**config.mk**
```make
export PLATFORM = sky130hd
export DESIGN_NAME = muldiv_unit
export DESIGN_NICKNAME = d
export VERILOG_FILES = /design/src/rtl/mips_pkg.sv /design/src/rtl/muldiv_datapath.sv /design/src/rtl/muldiv_unit.sv
export SDC_FILE = /design/constraint.sdc
export NUM_CORES = 1
export LEC_CHECK = 0
export BUFFER_PORTS_ARGS = -buffer_cell sky130_fd_sc_hd__buf_4
export CAP_MARGIN = 30
export CORE_ASPECT_RATIO = 0.9
export CORE_MARGIN = 5
export CORE_UTILIZATION = 25
export CTS_CLUSTER_SIZE = 28
export DETAILED_ROUTE_END_ITERATION = 10
export PLACE_DENSITY = 0.41
export SYNTH_ARGS = -nofsm -noshare
export SYNTH_HDL_FRONTEND = slang
export SYNTH_SLANG_ARGS = --single-unit
```
**constraint.sdc**
```tcl
create_clock -name CLK -period 9 [get_ports CLK]
set_input_delay 0.45 -clock CLK [delete_from_list [all_inputs] [get_ports CLK]]
set_output_delay 0.45 -clock CLK [all_outputs]
set_load 0.05 [all_outputs]
```
**src/rtl/mips_pkg.sv**
```systemverilog
// Shared encodings for the MIPS core's multiply/divide unit: operation
// codes driven by decode and the iterative unit's FSM state values.
package mips_pkg;

    // Operation codes, as presented on the unit's op input
    localparam logic [1:0] OP_MULT  = 2'b00;
    localparam logic [1:0] OP_MULTU = 2'b01;
    localparam logic [1:0] OP_DIV   = 2'b10;
    localparam logic [1:0] OP_DIVU  = 2'b11;

    // FSM states of the iterative unit
    typedef logic [1:0] state_t;
    localparam state_t S_IDLE = 2'b00;
    localparam state_t S_CALC = 2'b01;
    localparam state_t S_FIX  = 2'b10;

endpackage

```
**src/rtl/muldiv_datapath.sv**
```systemverilog
// One iteration of the shared multiply/divide accumulator.
// Multiply: shift-add on {partial, multiplier}; the low bit of the
//   accumulator selects whether the multiplicand is added to the top half.
// Divide: restoring division on {remainder, dividend}; each step shifts one
//   dividend bit into the remainder and shifts one quotient bit in at the bottom.
module muldiv_datapath #(
    parameter int WIDTH = 32
) (
    input  logic               isDiv_i,
    input  logic [2*WIDTH-1:0] acc_i,
    input  logic [WIDTH-1:0]   opnd_i,
    output logic [2*WIDTH-1:0] acc_o
);

    logic [WIDTH:0] mulSum;
    logic [WIDTH:0] divTop;
    logic [WIDTH:0] divDiff;

    // Compute the next accumulator value for the selected operation
    always_comb begin
        mulSum  = {1'b0, acc_i[2*WIDTH-1:WIDTH]} +
                  (acc_i[0] ? {1'b0, opnd_i} : {(WIDTH+1){1'b0}});
        divTop  = acc_i[2*WIDTH-1:WIDTH-1];
        divDiff = divTop - {1'b0, opnd_i};
        if (isDiv_i) begin
            // A clear borrow bit means the shifted remainder covers the divisor
            if (!divDiff[WIDTH]) begin
                acc_o = {divDiff[WIDTH-1:0], acc_i[WIDTH-2:0], 1'b1};
            end else begin
                acc_o = {divTop[WIDTH-1:0], acc_i[WIDTH-2:0], 1'b0};
            end
        end else begin
            acc_o = {mulSum, acc_i[WIDTH-1:1]};
        end
    end

endmodule

```
**src/rtl/muldiv_unit.sv**
```systemverilog
// Iterative multiply/divide unit owning the HI/LO registers.
// Operands are captured as magnitudes, the datapath produces one bit per
// cycle for WIDTH cycles, and the FIX state applies signs and writes HI/LO.
module muldiv_unit
    import mips_pkg::*;
#(
    parameter int WIDTH = 32
) (
    input  logic             CLK,
    input  logic             RST,
    input  logic             start,
    input  logic [1:0]       op,
    input  logic [WIDTH-1:0] a,
    input  logic [WIDTH-1:0] b,
    input  logic             cancel,
    input  logic             hi_we,
    input  logic             lo_we,
    input  logic [WIDTH-1:0] wdata,
    output logic             busy,
    output logic             done,
    output logic             div0,
    output logic [WIDTH-1:0] hi,
    output logic [WIDTH-1:0] lo
);

    localparam int CNT_W = $clog2(WIDTH) + 1;

    state_t             state_q, state_d;
    logic [CNT_W-1:0]   cnt_q, cnt_d;
    logic [2*WIDTH-1:0] acc_q, acc_d;
    logic [WIDTH-1:0]   opnd_q, opnd_d;
    logic               isDiv_q, isDiv_d;
    logic               signA_q, signA_d;
    logic               signB_q, signB_d;
    logic               divz_q, divz_d;
    logic [WIDTH-1:0]   hi_q, hi_d;
    logic [WIDTH-1:0]   lo_q, lo_d;
    logic               done_q, done_d;
    logic               div0_q, div0_d;

    logic               reqDiv;
    logic               reqSigned;
    logic               reqDivz;
    logic [WIDTH-1:0]   absA;
    logic [WIDTH-1:0]   absB;
    logic [2*WIDTH-1:0] stepAcc;
    logic [2*WIDTH-1:0] prodSigned;
    logic [WIDTH-1:0]   fixHi;
    logic [WIDTH-1:0]   fixLo;

    muldiv_datapath #(
        .WIDTH(WIDTH)
    ) u_datapath (
        .isDiv_i(isDiv_q),
        .acc_i  (acc_q),
        .opnd_i (opnd_q),
        .acc_o  (stepAcc)
    );

    // Decode the incoming request and form operand magnitudes for capture
    always_comb begin
        reqDiv    = (op == OP_DIV) || (op == OP_DIVU);
        reqSigned = (op == OP_MULT) || (op == OP_DIV);
        reqDivz   = reqDiv && (b == '0);
        absA      = (reqSigned && a[WIDTH-1]) ? -a : a;
        absB      = (reqSigned && b[WIDTH-1]) ? -b : b;
    end

    // Apply signs to the magnitude result; divide-by-zero bypasses sign fixing
    always_comb begin
        prodSigned = (signA_q ^ signB_q) ? -acc_q : acc_q;
        if (divz_q) begin
            fixHi = acc_q[2*WIDTH-1:WIDTH];
            fixLo = acc_q[WIDTH-1:0];
        end else if (isDiv_q) begin
            fixLo = (signA_q ^ signB_q) ? -acc_q[WIDTH-1:0] : acc_q[WIDTH-1:0];
            fixHi = signA_q ? -acc_q[2*WIDTH-1:WIDTH] : acc_q[2*WIDTH-1:WIDTH];
        end else begin
            fixHi = prodSigned[2*WIDTH-1:WIDTH];
            fixLo = prodSigned[WIDTH-1:0];
        end
    end

    // FSM next-state, operand capture, iteration and HI/LO update
    always_comb begin
        state_d = state_q;
        cnt_d   = cnt_q;
        acc_d   = acc_q;
        opnd_d  = opnd_q;
        isDiv_d = isDiv_q;
        signA_d = signA_q;
        signB_d = signB_q;
        divz_d  = divz_q;
        hi_d    = hi_q;
        lo_d    = lo_q;
        done_d  = 1'b0;
        div0_d  = div0_q;
        case (state_q)
            S_IDLE: begin
                if (hi_we) hi_d = wdata;
                if (lo_we) lo_d = wdata;
                if (start) begin
                    isDiv_d = reqDiv;
                    signA_d = reqSigned && a[WIDTH-1];
                    signB_d = reqSigned && b[WIDTH-1];
                    divz_d  = reqDivz;
                    cnt_d   = '0;
                    if (reqDivz) begin
                        acc_d   = {a, {WIDTH{1'b1}}};
                        state_d = S_FIX;
                    end else if (reqDiv) begin
                        acc_d   = {{WIDTH{1'b0}}, absA};
                        opnd_d  = absB;
                        state_d = S_CALC;
                    end else begin
                        acc_d   = {{WIDTH{1'b0}}, absB};
                        opnd_d  = absA;
                        state_d = S_CALC;
                    end
                end
            end
            S_CALC: begin
                if (cancel) begin
                    state_d = S_IDLE;
                end else begin
                    acc_d = stepAcc;
                    cnt_d = cnt_q + CNT_W'(1);
                    if (cnt_q == CNT_W'(WIDTH - 1)) state_d = S_FIX;
                end
            end
            S_FIX: begin
                state_d = S_IDLE;
                if (!cancel) begin
                    hi_d   = fixHi;
                    lo_d   = fixLo;
                    div0_d = divz_q;
                    done_d = 1'b1;
                end
            end
            default: state_d = S_IDLE;
        endcase
    end

    // State registers; reset discards any partial result
    always_ff @(posedge CLK or negedge RST) begin
        if (!RST) begin
            state_q <= S_IDLE;
            cnt_q   <= '0;
            acc_q   <= '0;
            opnd_q  <= '0;
            isDiv_q <= 1'b0;
            signA_q <= 1'b0;
            signB_q <= 1'b0;
            divz_q  <= 1'b0;
            hi_q    <= '0;
            lo_q    <= '0;
            done_q  <= 1'b0;
            div0_q  <= 1'b0;
        end else begin
            state_q <= state_d;
            cnt_q   <= cnt_d;
            acc_q   <= acc_d;
            opnd_q  <= opnd_d;
            isDiv_q <= isDiv_d;
            signA_q <= signA_d;
            signB_q <= signB_d;
            divz_q  <= divz_d;
            hi_q    <= hi_d;
            lo_q    <= lo_d;
            done_q  <= done_d;
            div0_q  <= div0_d;
        end
    end

    assign busy = (state_q != S_IDLE);
    assign done = done_q;
    assign div0 = div0_q;
    assign hi   = hi_q;
    assign lo   = lo_q;

endmodule
```
=== Word level (Yosys, flattened, before mapping) ===
Cells that the tools add are included.

* Equal/unequal tests: 11
* Bitwise operators: 3
* Muxes and demuxes: 34
* Reductions and logical operators: 18
* Add/sub/neg operators: 8

{| class="wikitable"
|+ Operator list
! cell !! count
|-
| 2-to-1 mux 32 bit || 15
|-
| 2-to-1 mux 64 bit || 6
|-
| negation 32 bit || 4
|-
| case mux 32 bit (2 select lines) || 2
|-
| case mux 64 bit (2 select lines) || 1
|-
| negation 64 bit || 1
|-
| adder 32 x 33 -> 33 bit || 1
|-
| subtractor 33 x 32 -> 33 bit || 1
|-
| logical NOT 32 bit || 1
|-
| 2-to-1 mux 6 bit || 2
|-
| case mux 6 bit (2 select lines) || 1
|-
| AND reduction 3 bit || 4
|-
| != test 2 bit, second input constant || 5
|-
| 2-to-1 mux 2 bit || 4
|-
| adder 6 x 1 -> 6 bit, second input constant || 1
|-
| equality test 2 bit, second input constant || 3
|-
| equality test 6 x 5 -> 1 bit, second input constant || 1
|-
| AND reduction 2 bit || 3
|-
| nonzero test 2 bit || 3
|-
| logical NOT 2 bit || 2
|-
| case mux 2 bit (2 select lines) || 1
|-
| logical AND 1 bit || 3
|-
| != test 3 bit, second input constant || 1
|-
| equality test 2 x 1 -> 1 bit, second input constant || 1
|-
| other kinds (4) || 7
|}

* Output and inout bits: 67
* Register bits: 174
* Logic and storage cells: 86

=== Logic depth before layout (Yosys ltp) ===
Gate-level depths: netlist of run 1.

* Depth after elaboration: 8
* Depth in mapped cells: 14
* Depth with buffers taken out: 12

=== By module ===
A second synthesis of run 1 with hierarchy kept.

* Cells, all modules: 2113
* Area total of the unflattened synthesis: 16558.4 um2

{| class="wikitable"
|+ By module, submodules not included
! module !! area an instance (um2) !! cells each !! times used !! seq. area each (um2)
|-
| muldiv_unit || 11737.5 || 1425 || 1 || 4354.2
|-
| muldiv_datapath || 4820.9 || 688 || 1 || 0.0
|}

=== Worst setup path after synthesis of run 1 ===
No wires, ideal clock.

* Path type: reg-to-reg
* Start: register acc_q[56]
* End: register acc_q[39]
* Path slack: 5600 ps
* Setup time: 122 ps
* Stages on the path, launching flop included: 14
* Period minus slack after synthesis: 3400 ps
* Path buffers: 3
* Arrival time: 3278 ps
* Cells stage by stage: dfrtp_1 -> ha_1 -> clkbuf_1 -> a21o_1 -> nand3_1 -> o211ai_1 -> a2111oi_0 -> or4b_1 -> nand4_1 -> buf_4 -> buf_2 -> mux2i_1 -> a2bb2oi_1 -> nand2_1

* Longest elaborated chain between the ends: 5

{| class="wikitable"
|+ RTL lines
! item !! line !! text
|-
| start, declared || muldiv_unit.sv:30 || <nowiki>logic [2*WIDTH-1:0] acc_q, acc_d;</nowiki>
|-
| start signal, assigned || muldiv_unit.sv:149 || <nowiki>acc_q <= '0;</nowiki>
|-
| start signal, assigned || muldiv_unit.sv:162 || <nowiki>acc_q <= acc_d;</nowiki>
|-
| subtractor 33 x 32 -> 33 bit || muldiv_datapath.sv:24 || <nowiki>divDiff = divTop - {1'b0, opnd_i};</nowiki>
|-
| 2-to-1 mux 64 bit || muldiv_datapath.sv:27 || <nowiki>if (!divDiff[WIDTH]) begin</nowiki>
|-
| 2-to-1 mux 64 bit || muldiv_datapath.sv:25 || <nowiki>if (isDiv_i) begin</nowiki>
|-
| 2-to-1 mux 64 bit || muldiv_unit.sv:123 || <nowiki>if (cancel) begin</nowiki>
|-
| case mux 64 bit (2 select lines) || muldiv_unit.sv:98 || <nowiki>case (state_q)</nowiki>
|}

No other way between the ends. The select of a mux whose other input is x is not followed.
A chain may end at the register's enable or synchronous reset.

=== Worst setup path in the final report of run 1 ===
* Start: register acc_q[52]
* End: register acc_q[45]

Same word-level chain as after synthesis.

==> results of run 1 <==
## sequential cells by signal (all words and copies together) (netlist names)
register  count
cnt_q         6
opnd_q       32
signB_q       1
divz_q        1
hi           32
done          1
isDiv_q       1
state_q       2
lo           32
div0          1
acc_q        64
signA_q       1
## kinds of logic (layout without fill, tap and decap cells)
| family | Yosys count | in the layout | share of synthesized area |
|---|---|---|---|
| simple gates | 710 | 710 | 0.207 |
| compound gates | 706 | 706 | 0.274 |
| buf+inv | 199 | 297 | 0.0483 |
| flops | 174 | 174 | 0.275 |
| xor+xnor | 167 | 167 | 0.0923 |
| fa+ha+maj | 71 | 71 | 0.0570 |
| mux | 69 | 69 | 0.0460 |
## worst max-delay path, stage by stage, from the launching register on
cell	delay, ns
dfrtp_1	0.52
ha_1	0.52
a21oi_1	0.24
o21a_1	0.17
o211ai_1	0.15
a2111oi_0	0.86
or4b_1	0.50
nand4_1	0.28
buf_4	0.58
mux2i_1	0.29
a21oi_1	0.09
a221o_1	0.28
## layout make-up
cell class                 instances  area (um2)
inverter                          64         240
multi-input combinational       1723       10800
clock buffer                      21         450
clock inverter                    10         126
timing repair buffer             202        1580
sequential                       174        4360
fill                            6907       44100
tap                              845        1060
## per-stage QoR
stage | instance area (um2) | hold slack, ns
CTS | 18600 | 0.215
finish | 18600 | 0.242
floorplan | 15800 | 0.154
detailed placement | 18000 | 0.469
global route | 18600 | 0.232
global placement | 17900 | 0.466
## power by group through the flow
stage	clock, mW	combinational [mW]	sequential [mW]
after floorplan	0	2.30	1.40
after global routing	0.841	3.84	1.43
final	0.797	3.55	1.41
after CTS	0.817	3.52	1.39
after detailed placement	0	3.50	1.41
after global placement	0	3.52	1.40
## per-layer routing
layer	track usage	up-vias
li1	-	7753
met2	0.315	596
met4	0.0727	0
met5	0	-
met3	0.0337	95
met1	0.316	8096
## worst paths after layout
| path | to | cells past startpoint |
|---|---|---|
| max | acc_q[45] | 11 |
| min | acc_q[37] | 3 |
| max reg2reg | acc_q[45] | 11 |
| min reg2reg | opnd_q[8] | 2 |
| max in group asynchronous | acc_q[43] | 3 |
| min in group asynchronous | lo[14] | 2 |
## cells in the final DEF, fill, tap and decap left out, types with 19 or more instances in the layout
master / netlist / layout
ha_1: 69 / 69
o21ai_0: 209 / 209
mux2_2: 30 / 30
nor2_1: 194 / 191
nand2b_1: 22 / 22
and2_1: 20 / 20
nand3_1: 51 / 51
nand2_1: 255 / 255
and3_1: 19 / 19
xnor2_1: 99 / 99
a21o_1: 37 / 37
buf_4: 3 / 197
mux2i_1: 39 / 39
o31ai_1: 28 / 28
dfrtp_1: 174 / 173
a21oi_1: 221 / 219
inv_1: 61 / 61
a31oi_1: 21 / 21
xor2_1: 68 / 68
nor3_1: 36 / 35
or3_1: 25 / 25
==> flow_summary.toml, run 1 <==
[drt]
wirelength_um = 75700
detail-route-antenna-nets = 0
wl_met3_um = 4360
top_layer = "met4"
num_vias = 16500
route.detailed.drc = 0
via_per_inst = 5.44
drt_iter0_markers = 1390
drt-pass1-iter-count = 5
wl_met1_um = 36900
wl_per_cell_um = 24.9
met2WireLength_um = 31900

[placed_design]
dp.cells = 3006
place.gp.congestion = 0.948
dp_slack_ns = 4.47
port-buffer-count = 170
dp_hpwl_um = 59200

[clock_network]
numCtsBuffers = 17
htree_levels = 4
clk_pin_slew_ns = 0.07
cts_resized = 0
worstSkewPairLatency_ns = 0.50
cts_hold_buf = 1
postCtsSetupBuffers = 0
clk_path_buf_depth = 2
ctsRootBufferMaster = "clkbuf_16"
numClockSinks = 174
cts_tree = "built"

[layout]
drive_above_1_share = 0.134
final_util = 0.296
area_growth_pct = 17.3
antenna_cells = 0
stdcell_count = 3039
nNetsFinal = 2357

[status]
status = "completed"

[critical_path]
crit_start = "acc_q[52]"
r2r_slack_ns = 4.38
start_kind = "flop"
r2r-start = "acc_q[52]"
worstPathArrival_ns = 5.00
crit_required_ns = 9.38
path_class = "reg -> reg"
cp_max_fo = 41
critPathCaptureType = "flop"

[logic_synthesis]
yosysTopAreaCell = "dfrtp_1"
synthFlopType = "dfrtp_1"
ys_ff_latch = 174
synthCells = 2096
yosysWarnings = 0
syn_nets = 2271
synth_edf_count = 0
yosysSeqAreaShare = 0.275
synth_area_um2 = 15800
synth.top_cell.area_share = 0.275
synth.most_common_cell = "nand2_1"
ys_async_sr_fraction = 1.00
synth_area_leaders = "dfrtp_1, a21oi_1, o21ai_0"
synth_common_cells = "nand2_1, a21oi_1, o21ai_0"
yosys.cell_types.count = 76
syn-mean-instance-area_um2 = 7.56

[sta]
fmax_mhz = 216
worstMarginPinSlew_ns = 0.932
drv_slew = 0
finalCritPeriodShare = 0.513
tns_ns = 0
hold_viol = 0
rsz0062_at_grt = "no"
slew_headroom = 0.371
setup_violations = 0
worst_slack_ns = 4.38
period_needed_ns = 4.62
clock_skew_ns = 0.0122

[floorplanning]
dieHeight_um = 249
core_area_um2 = 62700
die_area_um2 = 68500
rows = 87
dieWidth_um = 275
initial_core_util = 0.253
io_pins = 171

[power_and_ir_drop]
p_comb_frac = 0.617
p_int_mw = 2.71
p_clk_frac = 0.139
finalPower_mw = 5.75
peakVddDrop_mv = 0.148
powerDensity_nw_per_um2 = 310
p_leak_nw = 7.90
switchingPower_mw = 3.04
seqPwrFrac = 0.245
switching_share = 0.529

[global_routing]
grt_pass1_vias = 15700
grt_usage = 0.214
grt-ovfl-total = 0
grt_pass1_wl_um = 110000
antenna_found_initial = 2
grt_start_max_net_pins = 91

[run]
maxCapViolCount = 0

[worst_hold_path]
hold_class = "in -> reg"
min_from = "a[5]"
No activity file was read; power rests on OpenSTA's default activity.
==> run 2, diff against run 1 <==
==> constraint.sdc (replaced) <==
create_clock -name CLK -period 4.6 [get_ports CLK]
set_input_delay 0.23 -clock CLK [delete_from_list [all_inputs] [get_ports CLK]]
set_output_delay 0.23 -clock CLK [all_outputs]
set_load 0.05 [all_outputs]
==> run 2 against run 1 <==
  * Flip-flop and latch count did not move
  * Via count about the same
  * Total power increased by 99%
  * Wire length down 0.58%
  * Fmax up 17%
  * Clock skew increased by 0.0068 ns
  * First-iteration DRC count up 30%
  * Worst hold slack got worse by 0.19 ns
  * Cell count up 0.79%
  * Core utilization up 0.24 points
==> flow_summary.toml, run 2 (same netlist as run 1, synthesis figures left out) <==
[status]
status = "completed"

[critical_path]
path_class = "reg -> reg"
critPathMaxStageDelay_ns = 0.54
crit_slowest_cell = "dfrtp_1"
path_buf_inv = 2
start_kind = "flop"
critPathCaptureType = "flop"
r2r-start = "acc_q[54]"
worstPathArrival_ns = 4.30
crit_path_cell_trace = "ha_1 -> a21oi_1 -> o21a_1 -> o211ai_1 -> a2111oi_0 -> buf_4 -> or4b_1 -> nand4_1 -> buf_12 -> mux2i_1 -> a211oi_1 -> a221o_1"
crit_required_ns = 4.95
crit_start = "acc_q[54]"
cp_max_fo = 47
crit_family = "compound AO/OA/AOI/OAI gates"

[floorplanning]
rows = 87
die_area_um2 = 68500
dieWidth_um = 275
dieHeight_um = 249
io_pins = 171
initial_core_util = 0.253
core_area_um2 = 62700

[drt]
via_per_inst = 5.40
detail-route-antenna-nets = 0
wl_met3_um = 5900
drt-pass1-iter-count = 6
top_layer = "met4"
wl_met1_um = 36200
wirelength_um = 75200
met2WireLength_um = 31300
wl_per_cell_um = 24.6
route.detailed.drc = 0
num_vias = 16500
drt_iter0_markers = 1801

[layout]
final_util = 0.299
antenna_cells = 0
fin_area_um2 = 18700
seq_area_um2 = 4360
area_growth_pct = 18.2
nNetsFinal = 2380
final_cell_mix = "nand2_1, buf_4, a21oi_1"
stdcell_count = 3063
largest_register_ffs = 64
top_register = "acc_q"
drive_above_1_share = 0.145
num-fill-cells = 6923
multi_input_area_um2 = 10800
layout_commonest_cell = "nand2_1"

[global_routing]
grt_start_max_net_pins = 100
antenna_found_initial = 3
grt_pass1_vias = 15800
grt-ovfl-total = 0
grt_usage = 0.211
grt_pass1_wl_um = 109000

[clock_network]
postCtsSetupBuffers = 0
numCtsBuffers = 17
numClockSinks = 174
htree_levels = 4
worstSkewPairLatency_ns = 0.48
ctsRootBufferMaster = "clkbuf_16"
clk_path_buf_depth = 2
cts_tree = "built"
cts_resized = 0
clk_pin_slew_ns = 0.09
cts_hold_buf = 1

[placed_design]
dp_hpwl_um = 58900
place.gp.congestion = 0.967
port-buffer-count = 170
dp_slack_ns = 0.743
dp.cells = 3030
post_dp_cell_area_um2 = 18100

[sta]
period_needed_ns = 3.95
rsz0062_at_grt = "no"
worst_slack_ns = 0.650
hold_viol = 0
drv_slew = 0
slew_headroom = 0.328
clock_skew_ns = 0.0189
finalCritPeriodShare = 0.859
worstMarginPinSlew_ns = 0.998
setup_violations = 0
tns_ns = 0
fmax_mhz = 253

[worst_hold_path]
min_from = "a[5]"
hold_class = "in -> reg"

[power_and_ir_drop]
p_leak_nw = 8.00
powerDensity_nw_per_um2 = 611
peakVddDrop_mv = 0.332

[run]
maxCapViolCount = 0
## run 2: power breakdown
part | total, mW | internal (mW) | leakage [nW] | switching, mW
logic | 7.36 | 2.68 | 5.58 | 4.67
registers | 2.56 | 1.94 | 2.14 | 0.624
clock network | 1.52 | 0.744 | 0.280 | 0.776
## run 2: area by class of cell
cell class / instances / area share
multi-input cells: 1723 / 0.575
flip-flops and latches: 174 / 0.233
repair buffers: 225 / 0.0926
well taps: 845 / 0.0564
clock buffers: 19 / 0.0242
inverters: 64 / 0.0128
clock inverters: 13 / 0.00668
## run 2: worst paths after layout
check                            end  slack [ns]  depth (start not counted)
max reg2reg                acc_q[44]        0.65                         12
min                        acc_q[37]        0.05                          3
max                        acc_q[44]        0.65                         12
max in group asynchronous  acc_q[42]        3.11                          3
min reg2reg                    lo[0]        0.48                          1
min in group asynchronous     lo[14]        0.45                          2
## run 2: worst reg2reg max path, delay by kind of cell, from the launching register on
| kind | cells | cell delay (ns) |
|---|---|---|
| adders and majority gates | 1 | 0.46 |
| and+or+nand+nor | 2 | 0.59 |
| AOI/OAI and AO/OA | 6 | 1.43 |
| DFF | 1 | 0.54 |
| buffers and inverters | 2 | 0.49 |
| muxes | 1 | 0.30 |
## run 2: per-stage QoR
step	hold slack (ns)	power, mW
6_report	0.0508	11.4
5_1_grt	0.0493	12.2
4_1_cts	0.0322	11.4
3_5_place_dp	0.417	9.81
3_3_place_gp	0.414	9.82
2_1_floorplan	-0.0656	7.23
## run 2: layer usage
metal,global-route usage,vias up
li1,-,7793
met1,0.314,8002
met2,0.311,657
met3,0.0502,77
met4,0.0456,0
met5,0,-
==> run 3, diff against run 2 <==
--- a/config.mk
+++ b/config.mk
@@ -13,6 +13,7 @@
 export CTS_CLUSTER_SIZE = 28
 export DETAILED_ROUTE_END_ITERATION = 10
 export PLACE_DENSITY = 0.41
+export RECOVER_POWER = 25
 export SYNTH_ARGS = -nofsm -noshare
 export SYNTH_HDL_FRONTEND = slang
 export SYNTH_SLANG_ARGS = --single-unit
==> constraint.sdc (replaced) <==
create_clock -name CLK -period 4.6 [get_ports CLK]
set_input_delay 0.23 -clock CLK [delete_from_list [all_inputs] [get_ports CLK]]
set_output_delay 0.23 -clock CLK [all_outputs]
set_load 0.02 [all_outputs]
==> run 3 against run 2 <==
  * The run now ends with capacitance limit, slew limit left
  * Flip-flop and latch count stayed put
  * Sequential share of layout area barely moved
  * Total power shrank 2.4%
  * Non-clock buffer count stayed put
  * Worst setup slack got worse by 0.0017 ns
  * Cell count is the same
  * Combinational power decreased by 3.7%
  * Worst hold slack worse by 0.0065 ns
  * Critical endpoint is now acc_q[59]
  * Largest cell class unchanged
==> flow_summary.toml, run 3 (same netlist as run 1, synthesis figures left out) <==
[status]
status = "complete, but fails checks"
violations = "capacitance limit, slew limit"

[drt]
via_per_inst = 5.38
wirelength_um = 75100
num_vias = 16500
route.detailed.drc = 0
wl_per_cell_um = 24.5
drt-pass1-iter-count = 6
drt_iter0_markers = 1931
detail-route-antenna-nets = 0

[sta]
drv_slew = 99
slew_headroom = -0.889
period_needed_ns = 3.95
setup_violations = 0
finalCritPeriodShare = 0.859
hold_viol = 0
worstMarginPinSlew_ns = 2.83
tns_ns = 0
fmax_mhz = 253
clock_skew_ns = 0.0177
rsz0062_at_grt = "no"

[worst_hold_path]
min_path_cells = 3
min_from = "a[5]"
hold_class = "in -> reg"

[clock_network]
htree_levels = 4
clk_pin_slew_ns = 0.09
cts_tree = "built"
numCtsBuffers = 17
worstSkewPairLatency_ns = 0.48
numClockSinks = 174
postCtsSetupBuffers = 0
cts_resized = 0
ctsRootBufferMaster = "clkbuf_16"
clk_path_buf_depth = 2

[global_routing]
grt_pass1_wl_um = 109000
grt_usage = 0.211
antenna_found_initial = 3
grt_pass1_vias = 15800
grt_start_max_net_pins = 100
grt-ovfl-total = 0

[critical_path]
cp_max_fo = 34
crit_family = "compound AO/OA/AOI/OAI gates"
crit_start = "acc_q[0]"
worstPathArrival_ns = 4.32
critPathCaptureType = "flop"
crit_path_cell_trace = "clkinv_1 -> buf_12 -> nor2_1 -> fa_1 -> nand3_1 -> a211oi_1 -> o2111ai_1 -> nand3_1 -> a21oi_1 -> o21ai_0 -> a2111o_1 -> a32oi_1 -> a21oi_1"
worstRegToRegCells = 13
crit_required_ns = 4.97
path_depth = 13
path_buf_inv = 2
path_class = "reg -> reg"
start_kind = "flop"
crit_slowest_cell = "a21oi_1"
critPathMaxStageDelay_ns = 0.72
r2r-start = "acc_q[0]"

[layout]
area_growth_pct = 18.1
num-fill-cells = 6928
final_cell_mix = "nand2_1, a21oi_1, buf_4"
fin_area_um2 = 18700
drive_above_1_share = 0.143
multi_input_area_um2 = 10800
seq_area_um2 = 4360
layout_commonest_cell = "nand2_1"
antenna_cells = 0
largest_register_ffs = 64
nNetsFinal = 2380
top_register = "acc_q"

[floorplanning]
dieHeight_um = 249
rows = 87
die_area_um2 = 68500
initial_core_util = 0.253
core_area_um2 = 62700
dieWidth_um = 275
io_pins = 171

[placed_design]
dp_hpwl_um = 58900
port-buffer-count = 170
post_dp_cell_area_um2 = 18100
place.gp.congestion = 0.967

[run]
maxCapViolCount = 1

[power_and_ir_drop]
peakVddDrop_mv = 0.341
powerDensity_nw_per_um2 = 597
finalPower_mw = 11.2
p_leak_nw = 7.98
==> run 3: cell types whose count changed in the layout (fill, tap and decap cells not counted), sizes merged <==
cell	delta
clkbuf	+5
buf	-5
==> run 3: worst register-to-register path, delay by kind of cell (launching register included) <==
kind	cells	cell delay [ns]
fa+ha+maj	1	0.45
compound gates	7	2.09
simple gates	3	0.50
flops	1	0.47
buf+inv	2	0.33
==> run 3: where the power goes <==
| group | leakage [nW] | internal, mW | switching, mW | total [mW] |
|---|---|---|---|---|
| Clock | 0.280 | 0.744 | 0.774 | 1.52 |
| Sequential | 2.14 | 1.94 | 0.619 | 2.56 |
| Combinational | 5.56 | 2.67 | 4.42 | 7.09 |
==> run 3: routing by layer <==
layer / vias up / track usage / wire length (um)
li1: 7793 / - / -
met1: 7943 / 0.314 / 36100
met2: 663 / 0.311 / 31300
met4: 0 / 0.0456 / 1760
met3: 76 / 0.0502 / 5960
met5: - / 0 / 0
==> run 3: final timing paths <==
kind,endpoint,slack (ns)
setup / recovery,acc_q[59],0.65
hold / removal,acc_q[37],0.04
setup reg to reg,acc_q[59],0.65
hold reg to reg,lo[0],0.48
max in group asynchronous,hi[29],1.74
min in group asynchronous,lo[14],1.20
==> run 3: cell type report <==
| cell class | count | area share |
|---|---|---|
| well taps | 845 | 0.0565 |
| flip-flops and latches | 174 | 0.233 |
| inverters | 64 | 0.0128 |
| multi-input cells | 1723 | 0.576 |
| clock inverters | 13 | 0.00669 |
| repair buffers | 225 | 0.0913 |
| clock buffers | 19 | 0.0242 |
==> run 3: repair_timing <==
item,in CTS,in global routing
hold buffers,1,0
endpoints found under the setup margin,0,0
endpoints found under the hold margin,98,0
==> run 3: through the flow <==
stage	instances	util	hold WS [ns]	setup WS, ns
global placement	3029	0.289	0.414	0.851
floorplan	2096	-	-0.0656	1.20
detailed placement	3030	0.289	0.417	0.743
finish	3063	0.298	0.0443	0.649
CTS	3063	0.299	0.0322	0.706
global route	3063	0.298	0.0493	0.419
